File: src/rtl/tcam_match_encoder.sv
// Serialises one captured TCAM match vector into matched entry addresses, lowest index first.
// Latency: 1 cycle from capture to the first hit. Backpressure: hit_addr/hit_last hold while out_ready=0.
// Optional TCAM_ENC_FIRST_ONLY_EN: emit only the highest-priority hit (hit_count still full popcount).
module tcam_match_encoder #(
    parameter int ENTRIES = 20,
    parameter int ADDR_W  = 5,
    parameter int CNT_W   = 5
) (
    input  logic               clk,
    input  logic               reset,
    input  logic [ENTRIES-1:0] match_vec,
    input  logic               match_valid,
    output logic               load_ready,
    output logic               hit_valid,
    input  logic               out_ready,
    output logic [ADDR_W-1:0]  hit_addr,
    output logic               hit_last,
    output logic [CNT_W-1:0]   hit_count,
    output logic               miss
);

    typedef enum logic {IDLE, EMIT} state_t;

    localparam logic [ENTRIES-1:0] ONE = ENTRIES'(1);

    state_t             state;
    logic [ENTRIES-1:0] pending;
    logic [CNT_W-1:0]   popcnt;
    logic [ADDR_W-1:0]  low_idx;
    logic               single;
    logic               xfer;

    always_comb begin
        popcnt = '0;
        for (int i = 0; i < ENTRIES; i++) begin
            popcnt = popcnt + CNT_W'(match_vec[i]);
        end
    end

    // Scanning downward lets the lowest set bit win the final assignment.
    always_comb begin
        low_idx = '0;
        for (int i = ENTRIES - 1; i >= 0; i--) begin
            if (pending[i]) begin
                low_idx = ADDR_W'(i);
            end
        end
    end

    assign single     = (pending != '0) && ((pending & (pending - ONE)) == '0);
    assign load_ready = (state == IDLE);
    assign hit_valid  = (state == EMIT);
    assign hit_addr   = low_idx;
    assign xfer       = hit_valid & out_ready;

`ifdef TCAM_ENC_FIRST_ONLY_EN
    assign hit_last = hit_valid;
`else
    assign hit_last = hit_valid & single;
`endif

    always_ff @(posedge clk) begin
        if (reset) begin
            state     <= IDLE;
            pending   <= '0;
            hit_count <= '0;
            miss      <= 1'b0;
        end else begin
            miss <= 1'b0;
            case (state)
                IDLE: begin
                    if (match_valid) begin
                        hit_count <= popcnt;
                        if (match_vec != '0) begin
                            pending <= match_vec;
                            state   <= EMIT;
                        end else begin
                            miss <= 1'b1;
                        end
                    end
                end
                EMIT: begin
                    // Clearing pending on exit keeps hit_addr at 0 while idle in both builds.
                    if (xfer) begin
                        if (hit_last) begin
                            pending <= '0;
                            state   <= IDLE;
                        end else begin
                            pending <= pending & (pending - ONE);
                        end
                    end
                end
                default: state <= IDLE;
            endcase
        end
    end

endmodule
File: config.mk
export PLATFORM = sky130hd
export DESIGN_NAME = tcam_match_encoder
export DESIGN_NICKNAME = d
export VERILOG_FILES = /design/src/rtl/tcam_match_encoder.sv
export SDC_FILE = /design/constraint.sdc
export NUM_CORES = 1
export LEC_CHECK = 0
export ABC_CLOCK_PERIOD_IN_PS = 5200
export CAP_MARGIN = 25
export CORE_UTILIZATION = 48
export CTS_BUF_LIST = sky130_fd_sc_hd__clkbuf_2
export DETAILED_ROUTE_END_ITERATION = 6
export PLACE_DENSITY = 0.83
export RECOVER_POWER = 25
export SLEW_MARGIN = 5
export SYNTH_ARGS = -nofsm -noshare
export SYNTH_HDL_FRONTEND = slang
export SYNTH_SLANG_ARGS = --single-unit
export TNS_END_PERCENT = 1
File: constraint.sdc
create_clock -name clk -period 5.2 [get_ports clk]
set_input_delay 1.04 -clock clk [delete_from_list [all_inputs] [get_ports clk]]
set_output_delay 1.04 -clock clk [all_outputs]
set_load 0.01 [all_outputs]
=== Yosys cells after proc, flatten, opt, wreduce, memory -nomap -nowiden ===
Cells that the tools add are included.

* Output and inout bits: 14
* Flip-flop bits (word level): 27
* Input bits: 24

* Mux-type cells: 31
* Bitwise logic cells: 5
* Reductions and logical operators: 7
* Equal/unequal tests: 3
* $add $sub $neg: 20

{| class="wikitable"
|+ Operator list
! operator !! count
|-
| $mux 5 || 20
|-
| $mux 20 || 4
|-
| $add 5x1->5 || 15
|-
| $pmux 20 s2 || 1
|-
| $reduce_bool 20->1 || 2
|-
| $and 20x20->20 || 1
|-
| $logic_not 20->1 || 1
|-
| $sub 20x1->20 const B || 1
|-
| $add 4x1->5 || 1
|-
| $mux 1 || 5
|-
| $add 3x1->4 || 1
|-
| $ne 2x1->1 const B || 2
|-
| $add 2x1->3 || 1
|-
| $reduce_and 3->1 || 1
|-
| $reduce_or 3->1 || 1
|-
| $add 1x1->2 || 1
|-
| $and 1x1->1 || 2
|-
| $ne 2x2->1 const B || 1
|-
| $not 1->1 || 2
|-
| $pmux 1 s2 || 1
|-
| $reduce_and 2->1 || 1
|-
| $logic_and 1x1->1 || 1
|}

=== Longest topological paths before layout ===
* Word-level depth: 20
* Gate-level depth with buffers: 15

=== Worst setup path after synthesis ===
No wires, ideal clock.

* Kind: input-to-reg
* Start: in match_vec[11]
* End: reg hit_count[4]
* Arrival: 4.541 ns
* Setup time: 0.130 ns
* Stages: 15
* Required time: 5.070 ns
* Path slack: 0.529 ns
* Path through: inv_1 fa_1 inv_1 fa_1 inv_1 fa_1 fa_1 fa_1 inv_1 ha_1 fa_1 a21oi_1 nor2_1 nor3_1 nor3_1

* Cells in the longest elaborated chain, start to end: 9

{| class="wikitable"
|+ RTL lines
! element !! line !! RTL
|-
| start: declaration || 11 || <nowiki>input logic [ENTRIES-1:0] match_vec,</nowiki>
|-
| $add 5x1->5 (9 in a row) || 36 || <nowiki>popcnt = popcnt + CNT_W'(match_vec[i]);</nowiki>
|-
| end signal: assignment || 73 || <nowiki>hit_count <= popcnt;</nowiki>
|-
| end: declaration || 18 || <nowiki>output logic [CNT_W-1:0] hit_count,</nowiki>
|}

No other way between the ends.
A chain may end at the register's enable or synchronous reset.

=== Final worst setup path ===
Ends and elaborated chain as after synthesis.

==> impl_metrics.ini <==
[outcome]
status = finished clean

[die]
top_level_ports = 38
coreArea_um2 = 4350
die_h_um = 69.4
die-area_um2 = 4810
die_width_um = 69.4
start_util_pct = 50.1
rows = 24

[synth]
synthesis.nets = 330
yosysWarnings = 0
synth_cell_types = 50
synth-seq-cells = 27
synthCells = 284
synth-seq-area-share_pct = 24.8
synthesis.area_um2 = 2180
avgSynthCellArea_um2 = 7.67

[setup_path]
crit_type = input pin to register
crit_slowest_cell = fa_1
crit_path_frequent_cell = fa_1
crit_chain = clkdlybuf4s50_1, inv_1, fa_1, inv_1, fa_1, inv_1, fa_1, fa_1, fa_1, inv_1, ha_1, fa_1, a21oi_1, nor2_1, nor3_1, nor3_1
rr_worst_depth = 6
endpoint_kind = register
crit_path_max_incr_delay_ns = 0.53
critPathLaunchType = input pin
cp.required_ns = 5.47
worstPathMaxFanout = 2
critPathArrivalTime_ns = 5.22

[clock_tree]
hold_buffers = 0
clockRootBuffer = clkbuf_2
htreeDepth = 1
clk_latency_ns = 0.38
postCtsSetupBuffers = 0
clock-sinks = 27
cts_tree = done
max-clock-path-buffers = 2
numCtsBuffers = 3
cts_resized = 0
clk_pin_slew_ns = 0.27

[finish]
drive_gt1_share_pct = 5.99
insertedDiodeCount = 0
most-common-layout-cells = inv_1 (37), a21oi_1 (30), clkdlybuf4s50_1 (30)
finalInstanceArea_um2 = 2620
final_common_cell = inv_1
post-route-util_pct = 60.1
area_growth_syn_to_layout_pct = 20.1
fin_nets = 364
finalNonFillerCells = 369

[timing]
period_needed_ns = 4.95
finalWorstSetupSlack_ns = 0.249
setup_violations = 0
relSlewSlack_pct = 35.5
rsz0062_at_grt = no
finalHoldViolCount = 0
final_max_slew_viol_count = 0
worst_pin_slew_ns = 0.965
period_share_pct = 95.2
finClkSkew_ns = 0.0151
clock.fmax_mhz = 202

[placed_design]
hpwlAfterDp_um = 4040
dp_cells = 365
gp_congestion = 0.882
port_buffers = 37
post_dp_cell_area_um2 = 2600
post-place-ws_ns = -0.208

[power]
p_leak_nw = 1.10
p_per_area_nw_per_um2 = 312
vdd_drop_max_uv = 366
finalPower_uw = 818

[flow_run]
max_cap_violations = 0

[route]
via_per_inst = 5.56
dr_wl_met3_um = 149
wl_met1_um = 2250
num_vias = 2052
drtAntennaViolNets = 0
drt_iter0_drc = 205
drt_wl_total_um = 5060
met2_length_um = 2570
first_pass_iters = 4
drc = 0
wire_per_inst_um = 13.7
highest_layer = met4

[global_routing]
overflow = 0
first_global_vias = 2020
grt_max_degree = 28
grt_pass1_wl_um = 8690
antenna_found_initial = 0
track_usage_pct = 22.1

[hold_path]
hp-class = register to register
min_path_cells = 2
critical path: cells and delay by family:
family	cells	cell delay [ns]
AO/OA/AOI/OAI	1	0.17
buffers and inverters	5	0.69
AND/OR/NAND/NOR	3	0.27
adder cells (fa/ha/maj)	7	3.04
cell usage after synthesis (all sizes together):
cell | instances | area, um2
ha | 8 | 100
fa | 14 | 280
o41a | 1 | 11.3
or3 | 3 | 18.8
nor4b | 1 | 8.76
o32ai | 1 | 8.76
maj3 | 3 | 30.0
nand2 | 28 | 105
a2111oi | 2 | 17.5
nor2b | 1 | 6.26
o21ai | 20 | 100
nor3 | 11 | 55.1
o22a | 1 | 8.76
dfxtp | 27 | 541
buf | 6 | 43.8
nand3 | 2 | 10.0
a2111o | 1 | 11.3
o21bai | 1 | 7.51
nor4 | 9 | 92.6
and2 | 4 | 25.0
clkbuf | 11 | 42.5
xnor2 | 2 | 17.5
or2 | 1 | 6.26
o21a | 2 | 15.0
a221oi | 1 | 8.76
a31oi | 2 | 12.5
or4 | 4 | 30.0
a21oi | 31 | 159
and4 | 1 | 8.76
nand2b | 3 | 18.8
o31a | 3 | 26.3
nor2 | 29 | 109
a311oi | 1 | 8.76
o311ai | 1 | 8.76
o31ai | 3 | 22.5
o2111ai | 1 | 8.76
a211oi | 4 | 30.0
inv | 37 | 139
a21o | 1 | 7.51
nand4 | 2 | 18.8
report_power, final:
group	internal [mW]	total [mW]	switching (mW)	leakage (nW)
clock network	0.0178	0.0835	0.0657	0.0126
registers	0.232	0.262	0.0300	0.222
logic	0.228	0.473	0.244	0.866
total	0.478	0.818	0.340	1.10
final timing paths:
| path | start | endpoint | slack (ns) |
|---|---|---|---|
| setup / recovery | match_vec[11] | hit_count[4] | 0.25 |
| hold / removal | hit_count[0] | hit_count[0] | 0.48 |
| setup reg to reg | pending[4] | hit_valid | 2.77 |
| hold reg to reg | hit_count[0] | hit_count[0] | 0.48 |
sequential cells by signal, indices dropped and copies added (netlist names):
| name | cells |
|---|---|
| pending | 20 |
| hit_count | 5 |
| hit_valid | 1 |
| miss | 1 |
through the flow:
| step | setup TNS [ns] | hold slack, ns |
|---|---|---|
| final | 0 | 0.475 |
| after global routing | 0 | 0.493 |
| after CTS | 0 | 0.483 |
| after detailed placement | -0.393 | 0.451 |
| after global placement | -0.142 | 0.447 |
| after floorplan | 0 | 0.481 |
metal layers:
layer	track usage (%)	vias to the layer above
met2	39.7	48
li1	-	1043
met1	27.3	950
met3	1.74	11
met4	8.39	0
met5	0	-
cell families (layout without fill, tap and decap cells):
logic type,Yosys count,after routing,share of synthesized area (%)
fa+ha+maj,25,25,18.8
buf+inv,54,87,10.3
xor+xnor,2,2,0.804
compound gates,77,77,21.7
flops,27,27,24.8
simple gates,99,99,23.5
area by class of cell:
type                            instances  area, um2
Tap cell                               52       65.1
Timing Repair Buffer                   46        438
Multi-Input combinational cell        203       1410
Fill cell                             391       1740
Sequential cell                        27        541
Clock inverter                          1       7.51
Clock buffer                            3       15.0
Inverter                               37        139
Power figures use the tool's default switching activity.
